[config.mk]
export PLATFORM = sky130hd
export DESIGN_NAME = scan_decoder
export DESIGN_NICKNAME = d
export VERILOG_FILES = /design/src/rtl/scan_decoder.sv
export SDC_FILE = /design/constraint.sdc
export NUM_CORES = 1
export LEC_CHECK = 0
export CAP_MARGIN = 20
export CORE_MARGIN = 2
export CORE_UTILIZATION = 35
export CTS_BUF_LIST = sky130_fd_sc_hd__clkbuf_4
export DETAILED_ROUTE_END_ITERATION = 6
export GPL_ROUTABILITY_DRIVEN = 0
export HOLD_SLACK_MARGIN = 0.15
export PLACE_DENSITY = 0.59
export SLEW_MARGIN = 20
export SYNTH_ARGS = -nofsm -noshare
export SYNTH_HDL_FRONTEND = slang
export SYNTH_SLANG_ARGS = --single-unit
[constraint.sdc]
create_clock -name clk -period 3.1 [get_ports clk]
set_clock_uncertainty 0.2 [all_clocks]
set_input_delay 0.31 -clock clk [delete_from_list [all_inputs] [get_ports clk]]
set_output_delay 0.31 -clock clk [all_outputs]
set_load 0.005 [all_outputs]
[src/rtl/scan_decoder.sv]
// Registered N-to-2^N one-hot decoder with a direct-select mode and a prescaled
// auto-scan mode. The scan mode pulses wrap once per full sweep of the outputs.
module scan_decoder #(
   parameter int SEL_W      = 2,
   parameter int DIV        = 4,
   parameter bit ACTIVE_LOW = 1'b0
) (
   input  logic                clk,
   input  logic                rst_n,
   input  logic                en,
   input  logic                mode,
   input  logic                load,
   input  logic [SEL_W-1:0]    sel,
   output logic [2**SEL_W-1:0] y,
   output logic [SEL_W-1:0]    idx,
   output logic                wrap
);

   localparam int OUT_W = 2**SEL_W;
   localparam int CNT_W = (DIV > 1) ? $clog2(DIV) : 1;
   localparam logic [CNT_W-1:0] CNT_MAX = CNT_W'(DIV - 1);
   localparam logic [OUT_W-1:0] Y_IDLE  = {OUT_W{ACTIVE_LOW}};

   typedef enum logic [1:0] {
      ST_BLANK  = 2'd0,
      ST_DIRECT = 2'd1,
      ST_SCAN   = 2'd2
   } state_t;

   state_t             state_q, state_d;
   logic [SEL_W-1:0]   idx_q, idx_d;
   logic [CNT_W-1:0]   cnt_q, cnt_d;
   logic [CNT_W-1:0]   cnt_eff;
   logic               wrap_q, wrap_d;
   logic [OUT_W-1:0]   y_q, y_d;
   logic [OUT_W-1:0]   onehot;

   always_ff @(posedge clk or negedge rst_n) begin
      if (!rst_n) begin
         state_q <= ST_BLANK;
         idx_q   <= '0;
         cnt_q   <= '0;
         wrap_q  <= 1'b0;
         y_q     <= Y_IDLE;
      end else begin
         state_q <= state_d;
         idx_q   <= idx_d;
         cnt_q   <= cnt_d;
         wrap_q  <= wrap_d;
         y_q     <= y_d;
      end
   end

   // A scan entered from any other state restarts the prescaler from zero,
   // so a count left frozen by BLANK never shortens the first dwell.
   assign cnt_eff = (state_q == ST_SCAN) ? cnt_q : '0;

   always_comb begin
      state_d = ST_BLANK;
      idx_d   = idx_q;
      cnt_d   = cnt_q;
      wrap_d  = 1'b0;
      if (en) state_d = mode ? ST_SCAN : ST_DIRECT;

      case (state_d)
         ST_DIRECT: begin
            cnt_d = '0;
            if (load) idx_d = sel;
         end
         ST_SCAN: begin
            if (load) begin
               idx_d = sel;
               cnt_d = '0;
            end else if (cnt_eff == CNT_MAX) begin
               cnt_d  = '0;
               idx_d  = idx_q + 1'b1;
               wrap_d = (idx_q == '1);
            end else begin
               cnt_d = cnt_eff + 1'b1;
            end
         end
         default: ;
      endcase
   end

   // Decode from the next-state index so y and idx update on the same edge.
   for (genvar gi = 0; gi < OUT_W; gi++) begin : g_dec
      assign onehot[gi] = (idx_d == SEL_W'(gi));
   end

   always_comb begin
      y_d = Y_IDLE;
      if (state_d != ST_BLANK) y_d = onehot ^ Y_IDLE;
   end

   assign y    = y_q;
   assign idx  = idx_q;
   assign wrap = wrap_q;

endmodule

; Word-level counts from Yosys, hierarchy flattened
; Cells that the tools add are included.
[op_classes]
n_eq_ne = 8
n_addsub = 2
muxes = 14
reduce_logical = 3
[ops]
columns = op, n
row1 = 2-to-1 mux 2 bit, 8
row2 = == test 2 bit (second input constant), 6
row3 = one-hot mux 2 bit (2 select lines), 2
row4 = adder 2 x 1 -> 2 bit (second input constant), 2
row5 = == test 2 x 1 -> 1 bit (second input constant), 2
row6 = 2-to-1 mux 4 bit, 1
row7 = nonzero test 2 bit, 2
row8 = 2-to-1 mux 1 bit, 3
row9 = logical NOT 2 bit, 1
[word_totals]
word_cells = 32
reg_bits = 11
out_inout_bits = 7
input_bits = 7

; Logic depth before layout (Yosys ltp)
; Gate-level depths: netlist of run 1.
[logic_depth]
word_depth = 8
depth_mapped = 6

; Worst setup path before layout of run 1
; OpenSTA, ideal clock, no wires.
[synth_path]
kind = reg2reg
start = register state_q[0]
end = register y_q[3], in the netlist y[3]
stages_incl_launch_ff = 6
period_less_slack_ns = 1.700
slack_ns = 1.400
setup_ns = 0.119
arrival_time_ns = 1.381
cell_sequence = dfrtp_1 -> nor3b_1 -> ha_1 -> a21boi_0 -> o311ai_2 -> o21ba_1
[synth_between]
elab_chain_len = 8
[synth_lines]
columns = element, line
row1 = "start, declared", 30  ; state_t state_q, state_d;
row2 = "start signal, assigned", 46  ; state_q <= state_d;
row3 = == test 2 bit, 56  ; assign cnt_eff = (state_q == ST_SCAN) ? cnt_q : '0;
row4 = 2-to-1 mux 2 bit, 56
row5 = == test 2 bit, 74  ; end else if (cnt_eff == CNT_MAX) begin
row6 = 2-to-1 mux 2 bit, 74
row7 = 2-to-1 mux 2 bit, 71  ; if (load) begin
row8 = one-hot mux 2 bit (2 select lines), 65  ; case (state_d)
row9 = == test 2 bit, 88  ; assign onehot[gi] = (idx_d == SEL_W'(gi));
row10 = 2-to-1 mux 4 bit, 93  ; if (state_d != ST_BLANK) y_d = onehot ^ Y_IDLE;
row11 = via y_d[3], 35  ; logic [OUT_W-1:0] y_q, y_d;
row12 = "end signal, assigned", 50  ; y_q <= y_d;
row13 = "end, declared", 35
; The timed path passes the listed nets, and every way through them passes these cells.
; A chain may end at the register's enable or synchronous reset.

; Worst setup path after layout of run 1
[layout_path]
start = register cnt_q[0]
end = register y_q[0], in the netlist y[0]
[layout_between]
elab_chain_len = 7
[layout_lines]
columns = element, line
row1 = "start, declared", 32  ; logic [CNT_W-1:0] cnt_q, cnt_d;
row2 = "start signal, assigned", 48  ; cnt_q <= cnt_d;
row3 = 2-to-1 mux 2 bit, 56
row4 = == test 2 bit, 74
row5 = 2-to-1 mux 2 bit, 74
row6 = 2-to-1 mux 2 bit, 71
row7 = one-hot mux 2 bit (2 select lines), 65
row8 = logical NOT 2 bit, 88
row9 = 2-to-1 mux 4 bit, 93
row10 = via y_d[0], 35
; The timed path passes the listed nets, and every way through them passes these cells.

==> results.txt, run 1 <==
outcome = finished, final reports clean
setup repair after global routing missed its margin = no
number of antenna violations at the first check in global routing = 0
Slew HR = 66.67%
Max IR drop VDD = 0.1950 mV
level count of the clock H-tree = 1
number of nets still failing antenna checks after routing = 0
count of pins over their slew limit = 0
number of failing setup endpoints in the final timing report = 0
relative contribution of the clock network to total power = 33.1%
critical path class = reg2reg
register area share after synthesis = 47.52%
core box area = 0.001524 mm2
GRT Total Usage = 13.58%
PwrDens = 437.9 mW/mm2
slew of the pin with the lowest slew margin = 0.4983 ns
Avg Synthesized Cell Area = 10.73 um2
async set-reset flop share out of synthesis = 100.0%
Critical Path Fanout Max = 8
post-route core utilization = 48.44%
fraction of layout instances using a drive strength above 1 = 7.353%
TritonCTS sink count = 11
clock-pin slew on the worst setup and hold paths = 0.07 ns
Setup TNS = 0 ns
element type at the critical path start = flop
cell row count = 14
Die Height = 44.69 um
Yosys Warn Count = 0
adder and majority cell fraction of the synthesized area = 4.320%
DP Wirelength = 755.5 um
share of the synthesized netlist area taken by xor and xnor gates = 0%
hold-fix buffers at CTS = 0
Cells after Synth = 54
switching share of power = 24.46%
post-synthesis cell type with the largest combined area = sky130_fd_sc_hd__dfrtp_1
average vias per placed instance = 5.393
boundary pin count = 14
initial standard-cell utilization of the core = 38.01%
total grt overflow = 0
maximum buffer depth of the clock tree = 2
top post-synthesis cells by count = sky130_fd_sc_hd__dfrtp_1, sky130_fd_sc_hd__nand2_1, sky130_fd_sc_hd__nand2b_1, sky130_fd_sc_hd__nor3b_1
most used flip-flop cell after synthesis = sky130_fd_sc_hd__dfrtp_1
CTS root buffer = sky130_fd_sc_hd__clkbuf_4
count of TritonRoute iterations in the first routing pass = 4
combinational group share of total power = 17.5%
post-synthesis cell area = 579.3 um2
Antenna Cells = 0
initial drt markers = 13
first-pass GRT wire length = 1.897 mm
number of flops mapped to enable cells by yosys = 0
area fraction in compound gates after synthesis = 17.49%
multiplexer share of the synthesized area = 0%
Placed Cells incl. Taps = 80
overall power after layout = 0.0003233 W
mean routed wirelength per cell = 12.63 um
CP endpoint kind = flop
count of cells resized by post-cts repair = 0
ranking of synthesized cells by area = sky130_fd_sc_hd__dfrtp_1, sky130_fd_sc_hd__ha_1, sky130_fd_sc_hd__nor3b_1
main combinational cell family by area after synthesis = simple AND/OR/NAND/NOR gates
total number of nets in the final design = 78
final critical delay including setup and external delays = 1.888 ns
clock tree from TritonCTS = yes
worst min-delay path class = in2async
arrival time at the worst endpoint = 1.90 ns
non-filler cells in the finished layout = 84
Port Buffers = 13
most repeated cell in the gate-level netlist after synthesis = sky130_fd_sc_hd__dfrtp_1
max-cap viol count = 0
Fin. Hold Viols = 0
vias in the first global route = 454
FF+latch count, synth = 11
area fraction in and, or, nand and nor cells after synthesis = 25.70%
overall die area = 0.001997 mm2
Int Power = 0.0002442 W
synthesis-to-finish area growth = 27.43%
syn nets = 63
count of different cell masters after synthesis = 28
Leakage = 0.3342 nW
cell area after layout = 738.2 um2
maximum frequency from static timing analysis = 529.5 MHz
Switching Power = 0.00007909 W
cell area reported after detailed placement = 708.2 um2
area fraction of the dominant cell type after synthesis = 47.52%
share of the cycle needed by the critical path after routing = 60.92%
WP data required = 3.11 ns
total number of vias = 453
sequential group share of total power = 49.4%
number of DRC violations after detailed routing = 0
cts bufs inserted = 3
horizontal extent of the die = 44.69 um
total detailed-routing wirelength = 1.061 mm
number of buffers added for setup after CTS = 0
pin count of the biggest net entering global routing = 14
Worst-Skew Late Latency = 0.26 ns
[worst max-delay path, stage by stage, from the launching register on]
cell	delay (ns)
sky130_fd_sc_hd__dfrtp_1	0.33
sky130_fd_sc_hd__inv_1	0.05
sky130_fd_sc_hd__nor3b_1	0.27
sky130_fd_sc_hd__ha_1	0.34
sky130_fd_sc_hd__and2_1	0.21
sky130_fd_sc_hd__o2111ai_1	0.17
sky130_fd_sc_hd__o21ba_1	0.26
[placed cells by master (no fill, tap or decap)]
master                            synthesis  final
sky130_fd_sc_hd__clkdlybuf4s50_1          0     13
sky130_fd_sc_hd__dfrtp_1                 11     11
sky130_fd_sc_hd__nand2_1                  5      5
sky130_fd_sc_hd__clkbuf_4                 0      4
sky130_fd_sc_hd__nand2b_1                 3      3
sky130_fd_sc_hd__nor3b_1                  3      3
sky130_fd_sc_hd__and2_1                   2      2
sky130_fd_sc_hd__nor2b_1                  2      2
sky130_fd_sc_hd__nor3_1                   2      2
sky130_fd_sc_hd__o21ba_1                  2      2
sky130_fd_sc_hd__inv_1                    2      2
sky130_fd_sc_hd__o22ai_1                  2      2
sky130_fd_sc_hd__ha_1                     2      2
sky130_fd_sc_hd__o21ai_1                  1      1
sky130_fd_sc_hd__nand4bb_1                1      1
sky130_fd_sc_hd__a22o_1                   1      1
sky130_fd_sc_hd__nand4b_1                 1      1
sky130_fd_sc_hd__a21boi_1                 1      1
sky130_fd_sc_hd__a21o_1                   1      1
sky130_fd_sc_hd__and4_1                   1      1
sky130_fd_sc_hd__a211oi_1                 1      1
sky130_fd_sc_hd__o2111ai_1                1      1
sky130_fd_sc_hd__and3b_1                  1      1
sky130_fd_sc_hd__a21boi_0                 1      1
sky130_fd_sc_hd__o311ai_2                 1      1
sky130_fd_sc_hd__nand3_1                  1      1
sky130_fd_sc_hd__nor2_1                   1      1
sky130_fd_sc_hd__nand3b_1                 1      1
[routing by layer]
layer | wire length, um | GRT usage, % | share of wire [%]
met3 | 41 | 2.449 | 3.9
met2 | 501 | 20.87 | 47
met5 | 0 | 0 | 0
met4 | 14 | 9.091 | 1.3
met1 | 504 | 17.17 | 48
[area by class of cell]
class	instances	area [um2]
Tap cell	16	20.02
Timing Repair Buffer	13	130.1
Multi-Input combinational cell	38	275.3
Fill cell	152	785.8
Clock buffer	4	30.03
Sequential cell	11	275.3
Inverter	2	7.507
[sequential cells by signal (all words and copies together) (netlist names)]
name / cells
y: 4
wrap: 1
cnt_q: 2
state_q: 2
idx: 2
[final timing paths]
| path | start | slack (ns) | cells past startpoint | to |
|---|---|---|---|---|
| min in group clk | cnt_q[0]$_DFFE_PN0N_ | 0.35 | 2 | cnt_q[0]$_DFFE_PN0N_ |
| setup reg to reg | cnt_q[0]$_DFFE_PN0N_ | 1.21 | 6 | y[0]$_DFF_PN0_ |
| max in group asynchronous | rst_n | 2.19 | 1 | wrap$_DFF_PN0_ |
| hold / removal | rst_n | 0.18 | 1 | y[2]$_DFF_PN0_ |
| setup / recovery | cnt_q[0]$_DFFE_PN0N_ | 1.21 | 6 | y[0]$_DFF_PN0_ |
| hold reg to reg | cnt_q[0]$_DFFE_PN0N_ | 0.35 | 2 | cnt_q[0]$_DFFE_PN0N_ |
[cells by family (layout without fill, tap and decap cells)]
group,Yosys count,count (layout)
compound gates,12,12
fa+ha+maj,2,2
buf+inv,5,19
flops,11,11
simple gates,24,24
[stage by stage]
| stage | hold WS, ns | setup WS (ns) |
|---|---|---|
| finish | 0.1770 | 1.212 |
| detailed placement | 0.3330 | 1.151 |
| global placement | 0.3332 | 1.171 |
| floorplan | -0.1856 | 1.400 |
| CTS | 0.1932 | 1.199 |
| global route | 0.2132 | 1.019 |
[power by group through the flow]
stage	combinational, W	clock [W]	sequential, W
detailed placement	0.0000566	0	0.000163
floorplan	0.0000284	0	0.000162
global placement	0.0000563	0	0.000163
finish	0.0000566	0.000107	0.000160
global route	0.0000615	0.000122	0.000162
CTS	0.0000572	0.000111	0.000160
No activity file was read; power rests on OpenSTA's default activity.
==> inputs of run 2 (changes only) <==
--- a/config.mk
+++ b/config.mk
@@ -12,7 +12,7 @@
 export DETAILED_ROUTE_END_ITERATION = 6
 export GPL_ROUTABILITY_DRIVEN = 0
 export HOLD_SLACK_MARGIN = 0.15
-export PLACE_DENSITY = 0.59
+export PLACE_DENSITY = 0.61
 export SLEW_MARGIN = 20
 export SYNTH_ARGS = -nofsm -noshare
 export SYNTH_HDL_FRONTEND = slang
==> constraint.sdc (replaced) <==
create_clock -name clk -period 1.5 [get_ports clk]
set_clock_uncertainty 0.2 [all_clocks]
set_input_delay 0.15 -clock clk [delete_from_list [all_inputs] [get_ports clk]]
set_output_delay 0.15 -clock clk [all_outputs]
set_load 0.005 [all_outputs]
==> run 2 against run 1 <==
Compared with the run above: die area is the same; critical endpoint is now y[3]$_DFF_PN0_; worst hold slack better by 0.20 ns; worst setup slack got worse by 1.5 ns; the run now ends with setup timing left; design area grew 27%; sequential share of layout area decreased by 7.8 points; critical path depth fell by 1; combinational power grew to 3.2 times the previous value; sequential power rose by 100%; first-iteration DRC count down 54%; fmax rose by 6.3%; core utilization grew 13 points.
==> results.txt, run 2 (synthesized netlist as in run 1, its figures left out) <==
total grt overflow = 0 (unchanged)
total detailed-routing wirelength = 1.501 mm (was 1.061 mm)
maximum buffer depth of the clock tree = 2 (unchanged)
count of TritonRoute iterations in the first routing pass = 4 (unchanged)
average vias per placed instance = 5.228 (was 5.393)
Slew HR = 66.64% (was 66.67%)
slew of the pin with the lowest slew margin = 0.4988 ns (was 0.4983 ns)
Placed Cells incl. Taps = 92 (was 80)
core box area = 0.001524 mm2 (unchanged)
clock tree from TritonCTS = yes (unchanged)
Fin. Hold Viols = 0 (unchanged)
setup repair after global routing missed its margin = yes (was no)
DP Wirelength = 943.3 um (was 755.5 um)
share of the cycle needed by the critical path after routing = 118.5% (was 60.92%)
final setup slack of the worst path = -0.2774 ns (was 1.212 ns)
Worst-Skew Late Latency = 0.28 ns (was 0.26 ns)
maximum single-stage delay on the critical path = 0.40 ns (was 0.34 ns)
number of antenna violations at the first check in global routing = 0 (unchanged)
CTS root buffer = sky130_fd_sc_hd__clkbuf_4 (unchanged)
count of pins over their slew limit = 0 (unchanged)
CP endpoint kind = flop (unchanged)
number of nets still failing antenna checks after routing = 0 (unchanged)
violations in the final reports = setup timing
maximum frequency from static timing analysis = 562.6 MHz (was 529.5 MHz)
cell row count = 14 (unchanged)
final critical delay including setup and external delays = 1.777 ns (was 1.888 ns)
overall die area = 0.001997 mm2 (unchanged)
Antenna Cells = 0 (unchanged)
Leakage = 0.4354 nW (was 0.3342 nW)
cts bufs inserted = 3 (unchanged)
Max IR drop VDD = 0.4495 mV (was 0.1950 mV)
first-pass GRT wire length = 2.194 mm (was 1.897 mm)
top cell family by delay on the critical path = compound AO/OA/AOI/OAI gates (was simple AND/OR/NAND/NOR gates)
mean routed wirelength per cell = 14.86 um (was 12.63 um)
WP data required = 1.47 ns (was 3.11 ns)
number of failing setup endpoints in the final timing report = 6 (was 0)
commonest cells after routing, fill and taps aside = sky130_fd_sc_hd__buf_4, sky130_fd_sc_hd__dfrtp_1, sky130_fd_sc_hd__clkdlybuf4s50_1 (was sky130_fd_sc_hd__clkdlybuf4s50_1, sky130_fd_sc_hd__dfrtp_1, sky130_fd_sc_hd__nand2_1)
total number of nets in the final design = 95 (was 78)
critical-path cell list = nor3b_2 -> ha_4 -> a21boi_2 -> o311ai_4 -> o21ba_1 (was inv_1 -> nor3b_1 -> ha_1 -> and2_1 -> o2111ai_1 -> o21ba_1)
arrival time at the worst endpoint = 1.75 ns (was 1.90 ns)
flip-flop count of the largest register, all copies and words added = 4 (unchanged)
vias in the first global route = 504 (was 454)
Critical Path Fanout Max = 7 (was 8)
outcome = finished with violations (was finished, final reports clean)
post-route core utilization = 61.33% (was 48.44%)
non-filler cells in the finished layout = 101 (was 84)
synthesis-to-finish area growth = 61.34% (was 27.43%)
level count of the clock H-tree = 1 (unchanged)
Worst R2R Setup Slack = -0.28 ns (was 1.21 ns)
clock-pin slew on the worst setup and hold paths = 0.08 ns (was 0.07 ns)
element type at the critical path start = flop (unchanged)
initial standard-cell utilization of the core = 38.01% (unchanged)
standard cell with the maximum stage delay on the critical path = sky130_fd_sc_hd__dfrtp_1 (was sky130_fd_sc_hd__ha_1)
number of buffers and inverters on the critical path = 0 (was 1)
critical path class = reg2reg (unchanged)
most common cell after layout, fill and taps aside = sky130_fd_sc_hd__buf_4 (was sky130_fd_sc_hd__clkdlybuf4s50_1)
pin count of the biggest net entering global routing = 12 (was 14)
number of DRC violations after detailed routing = 0 (unchanged)
total number of vias = 528 (was 453)
fraction of layout instances using a drive strength above 1 = 37.65% (was 7.353%)
worst min-delay path class = reg2reg (was in2async)
TritonCTS sink count = 11 (unchanged)
Port Buffers = 13 (unchanged)
max-cap viol count = 0 (unchanged)
GRT Total Usage = 15.81% (was 13.58%)
boundary pin count = 14 (unchanged)
horizontal extent of the die = 44.69 um (unchanged)
Die Height = 44.69 um (unchanged)
initial drt markers = 6 (was 13)
PwrDens = 789.5 mW/mm2 (was 437.9 mW/mm2)
## run 2: changes by cell type in the layout (fill, tap and decap cells not counted), moves of 2 or more
cell,previous run,this run
sky130_fd_sc_hd__a21boi_2,0,2
sky130_fd_sc_hd__nor3_1,2,0
sky130_fd_sc_hd__buf_4,0,16
sky130_fd_sc_hd__clkdlybuf4s50_1,13,11
sky130_fd_sc_hd__nor3_2,0,2
sky130_fd_sc_hd__dlygate4sd2_1,0,2
sky130_fd_sc_hd__nor3b_2,0,3
sky130_fd_sc_hd__nor3b_1,3,0
## run 2: power breakdown
part	internal, W	leakage [nW]	switching (W)
clock	0.000121	0.0184	0.000113
sequential	0.000315	0.145	0.00000748
combinational	0.000105	0.272	0.0000762
## run 2: layout make-up
type	instances	area, um2
Tap cell	16	20.02
Multi-Input combinational cell	38	344.1
Sequential cell	11	275.3
Timing Repair Buffer	30	257.7
Clock buffer	4	30.03
Fill cell	130	589.3
Inverter	2	7.507
## run 2: what timing repair did
item | 4_1_cts | 5_1_grt
endpoints found under the hold margin | 11 | 0
setup buffers | 4 | 0
resized for setup | 4 | 7
setup endpoints to repair | 8 | 6
hold buffers | 1 | 0
pin swaps | 6 | 9
## run 2: worst register-to-register path, delay by kind of cell, from the launching register on
kind / cells / cell delay, ns
compound gates: 3 / 0.55
simple gates: 1 / 0.30
flops: 1 / 0.40
fa+ha+maj: 1 / 0.23
## run 2: final timing paths
path                                           start                    to  cells past startpoint
worst max-delay path            state_q[0]$_DFF_PN0_        y[3]$_DFF_PN0_                      5
worst min-delay path            cnt_q[0]$_DFFE_PN0N_  cnt_q[0]$_DFFE_PN0N_                      2
worst max register to register  state_q[0]$_DFF_PN0_        y[3]$_DFF_PN0_                      5
worst min register to register  cnt_q[0]$_DFFE_PN0N_  cnt_q[0]$_DFFE_PN0N_                      2
max in group asynchronous                      rst_n        wrap$_DFF_PN0_                      2
min in group asynchronous                      rst_n        y[3]$_DFF_PN0_                      2
## run 2: metrics by stage
| stage | instance area (um2) | setup slack, ns | hold slack [ns] | setup TNS, ns | power, W |
|---|---|---|---|---|---|
| finish | 934.6 | -0.2774 | 0.3814 | -1.399 | 0.0007379 |
| global route | 934.6 | -0.3782 | 0.4320 | -2.009 | 0.0007672 |
| CTS | 892.1 | -0.2564 | 0.3804 | -1.288 | 0.0007278 |
| detailed placement | 815.8 | -0.2617 | 0.3160 | -1.296 | 0.0004845 |
| global placement | 815.8 | -0.2068 | 0.3178 | -1.049 | 0.0004829 |
| floorplan | 596.8 | -0.1105 | -0.3456 | -0.4038 | 0.0003966 |
## run 2: per-layer routing
layer	vias to the layer above	wire length, um	track usage, %
met4	0	24	10.91
met2	14	751	24.64
met1	251	679	19.85
li1	261	-	-
met5	-	0	0
met3	2	47	2.449
==> inputs of run 3 (changes only) <==
--- a/config.mk
+++ b/config.mk
@@ -12,7 +12,7 @@
 export DETAILED_ROUTE_END_ITERATION = 6
 export GPL_ROUTABILITY_DRIVEN = 0
 export HOLD_SLACK_MARGIN = 0.15
-export PLACE_DENSITY = 0.61
+export PLACE_DENSITY = 0.59
 export SLEW_MARGIN = 20
 export SYNTH_ARGS = -nofsm -noshare
 export SYNTH_HDL_FRONTEND = slang
==> constraint.sdc (replaced) <==
create_clock -name clk -period 2.1 [get_ports clk]
set_clock_uncertainty 0.2 [all_clocks]
set_input_delay 0.21 -clock clk [delete_from_list [all_inputs] [get_ports clk]]
set_output_delay 0.21 -clock clk [all_outputs]
set_load 0.005 [all_outputs]
==> run 3 against run 2 <==
Compared with the run above: the flow now finishes without violations; register-to-register slack better by 0.51 ns; worst setup slack better by 0.51 ns; critical path depth is 1 higher; sequential power is 27% lower; design area is 19% lower; worst hold slack worse by 0.038 ns; global-route usage is 3.0 points lower; critical endpoint unchanged; largest cell class is now flip-flops and latches.
==> results.txt, run 3 (synthesized netlist as in run 1, its figures left out) <==
cell row count = 14 (unchanged)
WP data required = 2.05 ns (was 1.47 ns)
critical path class = reg2reg (unchanged)
element type at the critical path start = flop (unchanged)
total number of vias = 441 (was 528)
Max IR drop VDD = 0.3535 mV (was 0.4495 mV)
clock-pin slew on the worst setup and hold paths = 0.07 ns (was 0.08 ns)
synthesis-to-finish area growth = 30.45% (was 61.34%)
Setup TNS = 0 ns (was -1.399 ns)
CP endpoint kind = flop (unchanged)
count of TritonRoute iterations in the first routing pass = 4 (unchanged)
horizontal extent of the die = 44.69 um (unchanged)
boundary pin count = 14 (unchanged)
clock tree from TritonCTS = yes (unchanged)
slew of the pin with the lowest slew margin = 0.4997 ns (was 0.4988 ns)
PwrDens = 625.9 mW/mm2 (was 789.5 mW/mm2)
number of nets still failing antenna checks after routing = 0 (unchanged)
switching share of power = 23.33% (was 26.61%)
mean routed wirelength per cell = 12.59 um (was 14.86 um)
Slew HR = 66.58% (was 66.64%)
first-pass GRT wire length = 1.800 mm (was 2.194 mm)
Die Height = 44.69 um (unchanged)
Critical Path Fanout Max = 8 (was 7)
outcome = finished, final reports clean (was finished with violations)
multi-input logic area = 275.3 um2 (was 344.1 um2)
GRT Total Usage = 12.76% (was 15.81%)
critical-path cell list = inv_1 -> nor3b_1 -> ha_1 -> a21boi_0 -> o311ai_2 -> o21ba_1 (was nor3b_2 -> ha_4 -> a21boi_2 -> o311ai_4 -> o21ba_1)
number of DRC violations after detailed routing = 0 (unchanged)
Leakage = 0.3431 nW (was 0.4354 nW)
total number of nets in the final design = 80 (was 95)
Int Power = 0.0003627 W (was 0.0005415 W)
DP Wirelength = 828 um (was 943.3 um)
number of antenna violations at the first check in global routing = 0 (unchanged)
total detailed-routing wirelength = 1.083 mm (was 1.501 mm)
standard cell with the maximum stage delay on the critical path = sky130_fd_sc_hd__ha_1 (was sky130_fd_sc_hd__dfrtp_1)
share of the cycle needed by the critical path after routing = 89.04% (was 118.5%)
layout filler cell count = 136 (was 130)
CTS root buffer = sky130_fd_sc_hd__clkbuf_4 (unchanged)
maximum frequency from static timing analysis = 534.8 MHz (was 562.6 MHz)
average vias per placed instance = 5.128 (was 5.228)
level count of the clock H-tree = 1 (unchanged)
most common cell after layout, fill and taps aside = sky130_fd_sc_hd__clkdlybuf4s50_1 (was sky130_fd_sc_hd__buf_4)
setup repair after global routing missed its margin = no (was yes)
Worst-Skew Late Latency = 0.26 ns (was 0.28 ns)
arrival time at the worst endpoint = 1.82 ns (was 1.75 ns)
overall power after layout = 0.0004730 W (was 0.0007379 W)
Fin. Hold Viols = 0 (unchanged)
fraction of layout instances using a drive strength above 1 = 8.571% (was 37.65%)
Antenna Cells = 0 (unchanged)
relative contribution of the clock network to total power = 32.0% (was 31.7%)
final critical delay including setup and external delays = 1.870 ns (was 1.777 ns)
maximum single-stage delay on the critical path = 0.33 ns (was 0.40 ns)
TritonCTS sink count = 11 (unchanged)
total grt overflow = 0 (unchanged)
max-cap viol count = 0 (unchanged)
commonest cells after routing, fill and taps aside = sky130_fd_sc_hd__clkdlybuf4s50_1, sky130_fd_sc_hd__dfrtp_1, sky130_fd_sc_hd__nand2_1 (was sky130_fd_sc_hd__buf_4, sky130_fd_sc_hd__dfrtp_1, sky130_fd_sc_hd__clkdlybuf4s50_1)
sequential cell area in the final layout = 275.3 um2 (unchanged)
cts bufs inserted = 3 (unchanged)
maximum buffer depth of the clock tree = 2 (unchanged)
initial drt markers = 11 (was 6)
number of failing setup endpoints in the final timing report = 0 (was 6)
sequential group share of total power = 49.8% (was 43.8%)
flip-flop count of the largest register, all copies and words added = 4 (unchanged)
worst min-delay path class = reg2reg (unchanged)
overall die area = 0.001997 mm2 (unchanged)
combinational group share of total power = 18.2% (was 24.5%)
vias in the first global route = 414 (was 504)
Port Buffers = 13 (unchanged)
worst hold margin = 0.3436 ns (was 0.3814 ns)
initial standard-cell utilization of the core = 38.01% (unchanged)
count of pins over their slew limit = 0 (unchanged)
count of cells resized by post-cts repair = 0 (was 4)
core box area = 0.001524 mm2 (unchanged)
pin count of the biggest net entering global routing = 14 (was 12)
Switching Power = 0.0001104 W (was 0.0001963 W)
==> run 3: final timing paths <==
check	startpoint	endpoint	slack (ns)	depth (start not counted)
hold reg to reg	cnt_q[1]$_DFFE_PN0N_	cnt_q[1]$_DFFE_PN0N_	0.34	2
max in group asynchronous	rst_n	cnt_q[0]$_DFFE_PN0N_	0.74	2
setup / recovery	cnt_q[0]$_DFFE_PN0N_	y[3]$_DFF_PN0_	0.23	6
setup reg to reg	cnt_q[0]$_DFFE_PN0N_	y[3]$_DFF_PN0_	0.23	6
min in group asynchronous	rst_n	idx[0]$_DFF_PN0_	0.63	2
hold / removal	cnt_q[1]$_DFFE_PN0N_	cnt_q[1]$_DFFE_PN0N_	0.34	2
==> run 3: stage by stage <==
stage	setup slack (ns)	utilization [%]	area (um2)	std cells
after floorplan	0.4000	-	579.3	54
after global placement	0.2766	46.96	715.7	81
after detailed placement	0.2124	46.96	715.7	81
after CTS	0.2059	49.59	755.7	86
after global routing	0.02532	49.59	755.7	86
final	0.2301	49.59	755.7	86
==> run 3: power by group through the flow <==
| stage | clock network, W | logic, W | registers [W] |
|---|---|---|---|
| global route | 0.000168 | 0.0000959 | 0.000237 |
| floorplan | 0 | 0.0000419 | 0.000239 |
| detailed placement | 0 | 0.0000854 | 0.000240 |
| CTS | 0.000153 | 0.0000874 | 0.000236 |
| finish | 0.000152 | 0.0000860 | 0.000235 |
| global placement | 0 | 0.0000850 | 0.000240 |
==> run 3: cell type report <==
type                       instances  area share, %
multi-input combinational         38          36.42
timing repair buffer              15          19.54
tap                               16          2.649
inverter                           2         0.9934
clock buffer                       4          3.974
sequential                        11          36.42
==> run 3: repair_timing <==
action,CTS,global route
hold buffers,1,0
hold endpoints to repair,11,0
buffers inserted,0,0
==> run 3: worst max-delay path, delay by kind of cell, from the launching register on <==
| family | cells | cell delay [ns] |
|---|---|---|
| buf+inv | 1 | 0.05 |
| simple gates | 1 | 0.29 |
| compound gates | 3 | 0.58 |
| flops | 1 | 0.32 |
| fa+ha+maj | 1 | 0.33 |
==> run 3: routing by layer <==
metal / wire length, um / vias up / track usage [%]
met5: 0 / - / 0
met4: 19 / 0 / 9.091
met3: 43 / 2 / 1.224
met2: 503 / 14 / 18.26
met1: 516 / 199 / 17.81
li1: - / 226 / -
